`src/rtl/mem_port_arbiter_if.sv`:
```
// Request/response bundle between the fetch path, the load/store path and the
// shared memory port. The arbiter takes the slave view; the environment takes the master view.
interface mem_port_arbiter_if;
  logic        i_req;
  logic [31:0] i_addr;
  logic        i_gnt;
  logic        i_rvalid;
  logic [31:0] i_rdata;

  logic        d_req;
  logic        d_we;
  logic [3:0]  d_be;
  logic [31:0] d_addr;
  logic [31:0] d_wdata;
  logic        d_gnt;
  logic        d_rvalid;
  logic [31:0] d_rdata;

  logic        m_req;
  logic        m_we;
  logic [3:0]  m_be;
  logic [31:0] m_addr;
  logic [31:0] m_wdata;
  logic        m_gnt;
  logic        m_rvalid;
  logic [31:0] m_rdata;

  logic        busy;

  modport slave (
    input  i_req, i_addr, d_req, d_we, d_be, d_addr, d_wdata, m_gnt, m_rvalid, m_rdata,
    output i_gnt, i_rvalid, i_rdata, d_gnt, d_rvalid, d_rdata,
           m_req, m_we, m_be, m_addr, m_wdata, busy
  );

  modport master (
    output i_req, i_addr, d_req, d_we, d_be, d_addr, d_wdata, m_gnt, m_rvalid, m_rdata,
    input  i_gnt, i_rvalid, i_rdata, d_gnt, d_rvalid, d_rdata,
           m_req, m_we, m_be, m_addr, m_wdata, busy
  );
endinterface

```
`src/rtl/mem_port_arbiter.sv`:
```
// Single-outstanding arbiter sharing one memory port between fetch and load/store.
// Define MEM_ARB_RR_EN for round-robin; otherwise data priority with a fetch starvation counter.
module mem_port_arbiter #(
  parameter int unsigned STARVE_LIMIT = 3
) (
  input  logic              clk,
  input  logic              reset,
  mem_port_arbiter_if.slave bus
);

  typedef enum logic [1:0] {
    IDLE   = 2'd0,
    WAIT_I = 2'd1,
    WAIT_D = 2'd2
  } state_t;

  state_t state_q, state_d;
  logic   lock_q, lock_d;
  logic   lock_data_q, lock_data_d;
  logic   sel_data;
  logic   conflict;

`ifdef MEM_ARB_RR_EN
  // Set when data should win the next conflict, i.e. fetch was granted last.
  logic prio_data_q, prio_data_d;
`else
  localparam logic [3:0] LIMIT = 4'(STARVE_LIMIT);
  logic [3:0] starve_cnt_q, starve_cnt_d;
`endif

  assign conflict = bus.i_req & bus.d_req;

  // A latched offer must be honoured until the memory accepts it.
  always_comb begin
    sel_data = bus.d_req;
    if (lock_q) begin
      sel_data = lock_data_q;
    end else if (conflict) begin
`ifdef MEM_ARB_RR_EN
      sel_data = prio_data_q;
`else
      sel_data = (starve_cnt_q != LIMIT);
`endif
    end
  end

  always_comb begin
    state_d     = state_q;
    lock_d      = lock_q;
    lock_data_d = lock_data_q;
`ifdef MEM_ARB_RR_EN
    prio_data_d = prio_data_q;
`else
    starve_cnt_d = starve_cnt_q;
`endif
    bus.i_gnt    = 1'b0;
    bus.d_gnt    = 1'b0;
    bus.i_rvalid = 1'b0;
    bus.d_rvalid = 1'b0;
    bus.i_rdata  = bus.m_rdata;
    bus.d_rdata  = bus.m_rdata;
    bus.m_req    = 1'b0;
    bus.m_we     = 1'b0;
    bus.m_be     = 4'h0;
    bus.m_addr   = 32'h0;
    bus.m_wdata  = 32'h0;
    bus.busy     = (state_q != IDLE);

    case (state_q)
      IDLE: begin
        if (bus.i_req || bus.d_req) begin
          bus.m_req = 1'b1;
          if (sel_data) begin
            bus.m_we    = bus.d_we;
            bus.m_be    = bus.d_be;
            bus.m_addr  = bus.d_addr;
            bus.m_wdata = bus.d_wdata;
          end else begin
            bus.m_be    = 4'hF;
            bus.m_addr  = bus.i_addr;
          end
          if (bus.m_gnt) begin
            lock_d = 1'b0;
            if (sel_data) begin
              bus.d_gnt = 1'b1;
              state_d   = WAIT_D;
            end else begin
              bus.i_gnt = 1'b1;
              state_d   = WAIT_I;
            end
`ifdef MEM_ARB_RR_EN
            prio_data_d = ~sel_data;
`else
            // A data grant while fetch is waiting counts as a fetch loss.
            if (!sel_data) begin
              starve_cnt_d = 4'd0;
            end else if (bus.i_req && (starve_cnt_q < LIMIT)) begin
              starve_cnt_d = starve_cnt_q + 4'd1;
            end
`endif
          end else begin
            lock_d      = 1'b1;
            lock_data_d = sel_data;
          end
        end
      end
      WAIT_I: begin
        if (bus.m_rvalid) begin
          bus.i_rvalid = 1'b1;
          state_d      = IDLE;
        end
      end
      WAIT_D: begin
        if (bus.m_rvalid) begin
          bus.d_rvalid = 1'b1;
          state_d      = IDLE;
        end
      end
      default: state_d = IDLE;
    endcase

    // Every output is held low while reset is asserted, including pass-through data.
    if (!reset) begin
      bus.i_gnt    = 1'b0;
      bus.d_gnt    = 1'b0;
      bus.i_rvalid = 1'b0;
      bus.d_rvalid = 1'b0;
      bus.i_rdata  = 32'h0;
      bus.d_rdata  = 32'h0;
      bus.m_req    = 1'b0;
      bus.m_we     = 1'b0;
      bus.m_be     = 4'h0;
      bus.m_addr   = 32'h0;
      bus.m_wdata  = 32'h0;
      bus.busy     = 1'b0;
    end
  end

  always_ff @(posedge clk or negedge reset) begin
    if (!reset) begin
      state_q     <= IDLE;
      lock_q      <= 1'b0;
      lock_data_q <= 1'b0;
`ifdef MEM_ARB_RR_EN
      prio_data_q <= 1'b1;
`else
      starve_cnt_q <= 4'd0;
`endif
    end else begin
      state_q     <= state_d;
      lock_q      <= lock_d;
      lock_data_q <= lock_data_d;
`ifdef MEM_ARB_RR_EN
      prio_data_q <= prio_data_d;
`else
      starve_cnt_q <= starve_cnt_d;
`endif
    end
  end

endmodule

```
`src/flat_wrapper.sv`:
```
// flat-port wrapper written by rule: the top's interface ports become plain ports
module mem_port_arbiter_flat 
#(
  parameter int unsigned STARVE_LIMIT = 3
)
  (clk, reset, bus_i_req, bus_i_addr, bus_d_req, bus_d_we, bus_d_be, bus_d_addr, bus_d_wdata, bus_m_gnt, bus_m_rvalid, bus_m_rdata, bus_i_gnt, bus_i_rvalid, bus_i_rdata, bus_d_gnt, bus_d_rvalid, bus_d_rdata, bus_m_req, bus_m_we, bus_m_be, bus_m_addr, bus_m_wdata, bus_busy);
  mem_port_arbiter_if bus_i ();
  input  logic clk;
  input  logic reset;
  input wire logic [$bits(bus_i.i_req)-1:0] bus_i_req;
  input wire logic [$bits(bus_i.i_addr)-1:0] bus_i_addr;
  input wire logic [$bits(bus_i.d_req)-1:0] bus_d_req;
  input wire logic [$bits(bus_i.d_we)-1:0] bus_d_we;
  input wire logic [$bits(bus_i.d_be)-1:0] bus_d_be;
  input wire logic [$bits(bus_i.d_addr)-1:0] bus_d_addr;
  input wire logic [$bits(bus_i.d_wdata)-1:0] bus_d_wdata;
  input wire logic [$bits(bus_i.m_gnt)-1:0] bus_m_gnt;
  input wire logic [$bits(bus_i.m_rvalid)-1:0] bus_m_rvalid;
  input wire logic [$bits(bus_i.m_rdata)-1:0] bus_m_rdata;
  output wire logic [$bits(bus_i.i_gnt)-1:0] bus_i_gnt;
  output wire logic [$bits(bus_i.i_rvalid)-1:0] bus_i_rvalid;
  output wire logic [$bits(bus_i.i_rdata)-1:0] bus_i_rdata;
  output wire logic [$bits(bus_i.d_gnt)-1:0] bus_d_gnt;
  output wire logic [$bits(bus_i.d_rvalid)-1:0] bus_d_rvalid;
  output wire logic [$bits(bus_i.d_rdata)-1:0] bus_d_rdata;
  output wire logic [$bits(bus_i.m_req)-1:0] bus_m_req;
  output wire logic [$bits(bus_i.m_we)-1:0] bus_m_we;
  output wire logic [$bits(bus_i.m_be)-1:0] bus_m_be;
  output wire logic [$bits(bus_i.m_addr)-1:0] bus_m_addr;
  output wire logic [$bits(bus_i.m_wdata)-1:0] bus_m_wdata;
  output wire logic [$bits(bus_i.busy)-1:0] bus_busy;
  assign bus_i.i_req = bus_i_req;
  assign bus_i.i_addr = bus_i_addr;
  assign bus_i.d_req = bus_d_req;
  assign bus_i.d_we = bus_d_we;
  assign bus_i.d_be = bus_d_be;
  assign bus_i.d_addr = bus_d_addr;
  assign bus_i.d_wdata = bus_d_wdata;
  assign bus_i.m_gnt = bus_m_gnt;
  assign bus_i.m_rvalid = bus_m_rvalid;
  assign bus_i.m_rdata = bus_m_rdata;
  assign bus_i_gnt = bus_i.i_gnt;
  assign bus_i_rvalid = bus_i.i_rvalid;
  assign bus_i_rdata = bus_i.i_rdata;
  assign bus_d_gnt = bus_i.d_gnt;
  assign bus_d_rvalid = bus_i.d_rvalid;
  assign bus_d_rdata = bus_i.d_rdata;
  assign bus_m_req = bus_i.m_req;
  assign bus_m_we = bus_i.m_we;
  assign bus_m_be = bus_i.m_be;
  assign bus_m_addr = bus_i.m_addr;
  assign bus_m_wdata = bus_i.m_wdata;
  assign bus_busy = bus_i.busy;
  mem_port_arbiter #(.STARVE_LIMIT(STARVE_LIMIT)) u_core (.clk(clk), .reset(reset), .bus(bus_i));
endmodule
```
`config.mk`:
```
export PLATFORM = sky130hd
export DESIGN_NAME = mem_port_arbiter_flat
export DESIGN_NICKNAME = d
export VERILOG_FILES = /design/src/rtl/mem_port_arbiter_if.sv /design/src/rtl/mem_port_arbiter.sv /design/src/flat_wrapper.sv
export SDC_FILE = /design/constraint.sdc
export NUM_CORES = 1
export LEC_CHECK = 0
export CORE_AREA = 5 5 106 108
export CTS_CLUSTER_DIAMETER = 100
export DETAILED_ROUTE_END_ITERATION = 8
export DIE_AREA = 0 0 111 113
export PLACE_DENSITY_LB_ADDON = 0.2
export SYNTH_ARGS = -nofsm -noshare
export SYNTH_HDL_FRONTEND = slang
export SYNTH_SLANG_ARGS = --single-unit
```
`constraint.sdc`:
```
create_clock -name clk -period 2.6 [get_ports clk]
set_input_delay 0.26 -clock clk [delete_from_list [all_inputs] [get_ports clk]]
set_output_delay 0.26 -clock clk [all_outputs]
set_load 0.02 [all_outputs]
```
==> impl_metrics.env <==
export IMPL_timing_rr_end="u_core.starve_cnt_q[0]"
export IMPL_cts_sinks=8
export IMPL_synth_top_family_by_area="simple AND/OR/NAND/NOR gates"
export IMPL_numCtsBuffers=3
export IMPL_reg2reg_from="u_core.state_q[0]"
export IMPL_fp_row_count=37
export IMPL_drt_iter0_drc=139
export IMPL_fin_crit_sh_pct=96.6
export IMPL_cts_root_buf="clkbuf_8"
export IMPL_cts_buffer_depth=2
export IMPL_clk_latency_ns=0.23
export IMPL_p_total_mw=2.53
export IMPL_grt_setup_unrepaired="false"
export IMPL_via_count=2656
export IMPL_ioPinCount=278
export IMPL_hp_class="reg -> reg"
export IMPL_yosysWarnings=0
export IMPL_postSynthCellCount=268
export IMPL_ant_nets=0
export IMPL_core_area_um2=10100
export IMPL_ctsHoldBuffers=0
export IMPL_cp_start_kind="flop"
export IMPL_ir_worst_vdd_mv=0.331
export IMPL_netlist_area_leader_share_pct=16.8
export IMPL_required_ns=2.34
export IMPL_fin_crit_ns=2.51
export IMPL_synth_compound_area_share_pct=7.56
export IMPL_rr_worst_depth=7
export IMPL_cp_cell_sequence="ha_1, nand4bb_4, a21oi_4, buf_12, o21a_1, clkdlybuf4s50_1"
export IMPL_ys_seq_elements=8
export IMPL_powerDensity_nw_per_um2=527
export IMPL_port_buffers=277
export IMPL_diodes=0
export IMPL_synth_xor_area_share_pct=0
export IMPL_min_from="u_core.lock_data_q"
export IMPL_totalWireLength_mm=9.65
export IMPL_grt_antenna_before_repair=0
export IMPL_synth_area_top_cells="mux2i_1, nand2_1, buf_4"
export IMPL_fin_ws_ns=0.0872
export IMPL_drt_wirelength_per_cell_um=15.0
export IMPL_fp_dieH_um=113
export IMPL_gp_congestion=0.801
export IMPL_start_util_pct=18.8
export IMPL_cpPeakStageDelay_ns=0.65
export IMPL_worst_setup_path_end_kind="output pin"
export IMPL_min_path_cells=2
export IMPL_cp_top_family="buffers and inverters"
export IMPL_slew_headroom_pct=73.4
export IMPL_grt_pass1_wl_mm=14.0
export IMPL_setup_violations_final=0
export IMPL_min_to="u_core.lock_data_q"
export IMPL_grt_ovfl_total=0
export IMPL_clk_pin_slew_worst_paths_ns=0.04
export IMPL_synth_top_cell_by_area="mux2i_1"
export IMPL_cp_num_buf_inv=2
export IMPL_grt_max_degree=54
export IMPL_status="finished clean"
export IMPL_grt_usage_pct=13.7
export IMPL_stdcell_count=643
export IMPL_final_max_slew_viol_count=0
export IMPL_synth_mux_area_share_pct=16.8
export IMPL_die_x_um=111
export IMPL_rrSetupSlack_ns=1.08
export IMPL_max_freq_mhz=398
export IMPL_holdWs_ns=0.491
export IMPL_syn_area_per_cell_um2=7.10
export IMPL_synth_fp_nets=411
export IMPL_syn_to_final_growth_pct=153
export IMPL_worstSetupPathType="reg -> out"
export IMPL_synth_cell_types=31
export IMPL_tightest_slew_ns=0.395
export IMPL_first_global_vias=2606
export IMPL_yosysSeqAreaShare_pct=10.5
export IMPL_cts_tree="yes"
export IMPL_drv_cap=0
export IMPL_post_place_cells=640
export IMPL_p_leak_nw=2.94
export IMPL_crit_arrival_ns=2.25
export IMPL_worstPathMaxFanout=26
export IMPL_timing_final_hold_violations=0
export IMPL_pre_cts_slack_ns=0.0442
export IMPL_fin_worst_skew_ns=0.00355
export IMPL_fp_dieArea_um2=12500
export IMPL_tns_ns=0
export IMPL_route_detailed_drc=0
export IMPL_synth_fa_ha_area_share_pct=2.63
export IMPL_vias_per_cell=4.13
export IMPL_htreeDepth=1
export IMPL_yosys_area_share_simple_pct=41.5
export IMPL_crit_slowest_cell="clkdlybuf4s50_1"
export IMPL_firstDrtPassIters=4
export IMPL_synth_area_um2=1900
export IMPL_drive_gt1_share_pct=4.14
export IMPL_dp_hpwl_mm=8.23
export IMPL_final_nets=652
==> cell type report <==
cell class	count	area (µm²)
Multi-Input combinational cell	203	1320
Inverter	3	11.3
Timing Repair Buffer	290	3070
Tap cell	136	170
Clock buffer	3	41.3
Sequential cell	8	200
Fill cell	969	5330
==> cell usage in the layout (no fill, tap or decap), types with 2 or more instances in the layout <==
master / n
and2_1: 34
clkdlybuf4s50_1: 221
o22ai_1: 2
and3_1: 37
dlygate4sd2_1: 2
mux2i_1: 32
dfrtp_1: 8
o21ai_0: 2
ha_1: 4
o31ai_1: 2
a21oi_1: 4
buf_12: 5
nor2b_1: 4
o21a_1: 4
buf_4: 8
clkbuf_8: 3
dlymetal6s2s_1: 54
inv_1: 3
nand2_1: 65
==> layer usage <==
layer | GRT usage (%) | wire [µm] | up-vias
met1 | 14.8 | 3700 | 1168
met4 | 2.13 | 46 | 0
li1 | - | - | 1342
met3 | 4.33 | 788 | 5
met5 | 0 | 0 | -
met2 | 26.4 | 5110 | 141
==> stage by stage <==
stage               instance area (µm²)  utilization (%)
floorplan                          1900                -
global placement                   4630             45.7
detailed placement                 4630             45.7
CTS                                4670             46.1
global route                       4810             47.4
finish                             4810             47.4
==> worst max-delay path by stage <==
stage,slack (ns),cells past startpoint,startpoint,to
floorplan,0.66,7,u_core.state_q[0],bus_m_addr[26]
global placement,0.08,6,bus_i_req,bus_m_addr[17]
detailed placement,0.04,6,bus_i_req,bus_m_addr[17]
CTS,0.0002,6,u_core.starve_cnt_q[0],bus_m_addr[29]
global route,0.002,6,u_core.starve_cnt_q[0],bus_m_be[1]
finish,0.09,6,u_core.starve_cnt_q[0],bus_m_be[1]
==> worst reg2reg max path, stage by stage (launching register included) <==
cell     delay [ns]
dfrtp_1        0.34
inv_1          0.07
ha_1           0.23
buf_4          0.16
o211a_1        0.13
buf_4          0.15
and3_1         0.16
nor3_1         0.17
==> power by group <==
group	internal [mW]	total (mW)	switching [mW]
registers	0.166	0.189	0.0236
logic	1.10	2.19	1.10
clock network	0.100	0.150	0.0498
total	1.36	2.53	1.17
==> cell families (layout without fill, tap and decap cells) <==
| group | after synthesis | in the layout |
|---|---|---|
| flip-flops | 8 | 8 |
| AO/OA/AOI/OAI | 20 | 20 |
| buffers and inverters | 57 | 296 |
| multiplexers | 32 | 32 |
| adder cells (fa/ha/maj) | 4 | 4 |
| AND/OR/NAND/NOR | 147 | 147 |
==> registers in the layout (all words and copies together) (netlist names) <==
name	count
u_core.lock_data_q	1
u_core.lock_q	1
u_core.starve_cnt_q	4
u_core.state_q	2
==> Yosys cell counts <==
master / n
and2b_1: 1
a21o_1: 1
nand2_1: 65
mux2i_1: 32
o21ai_0: 2
o22ai_1: 2
nand2b_1: 1
o21a_1: 4
inv_1: 3
nor4b_2: 1
nor2b_1: 4
o211ai_1: 1
buf_4: 32
ha_1: 4
o31ai_1: 2
nor3b_1: 1
buf_2: 11
o211a_1: 2
buf_8: 1
nand3b_1: 1
nand4bb_4: 1
clkbuf_1: 7
buf_6: 1
nor3_1: 1
and2_1: 34
a211oi_2: 1
a21oi_1: 4
a21oi_2: 1
dfrtp_1: 8
and3_1: 37
buf_12: 2
==> timing repair <==
action,4_1_cts,5_1_grt
buffers inserted,0,0
setup endpoints to repair,2,54
resized for setup,2,54
pin swaps,0,0
hold endpoints to repair,0,0
No activity file was read; power rests on OpenSTA's default activity.
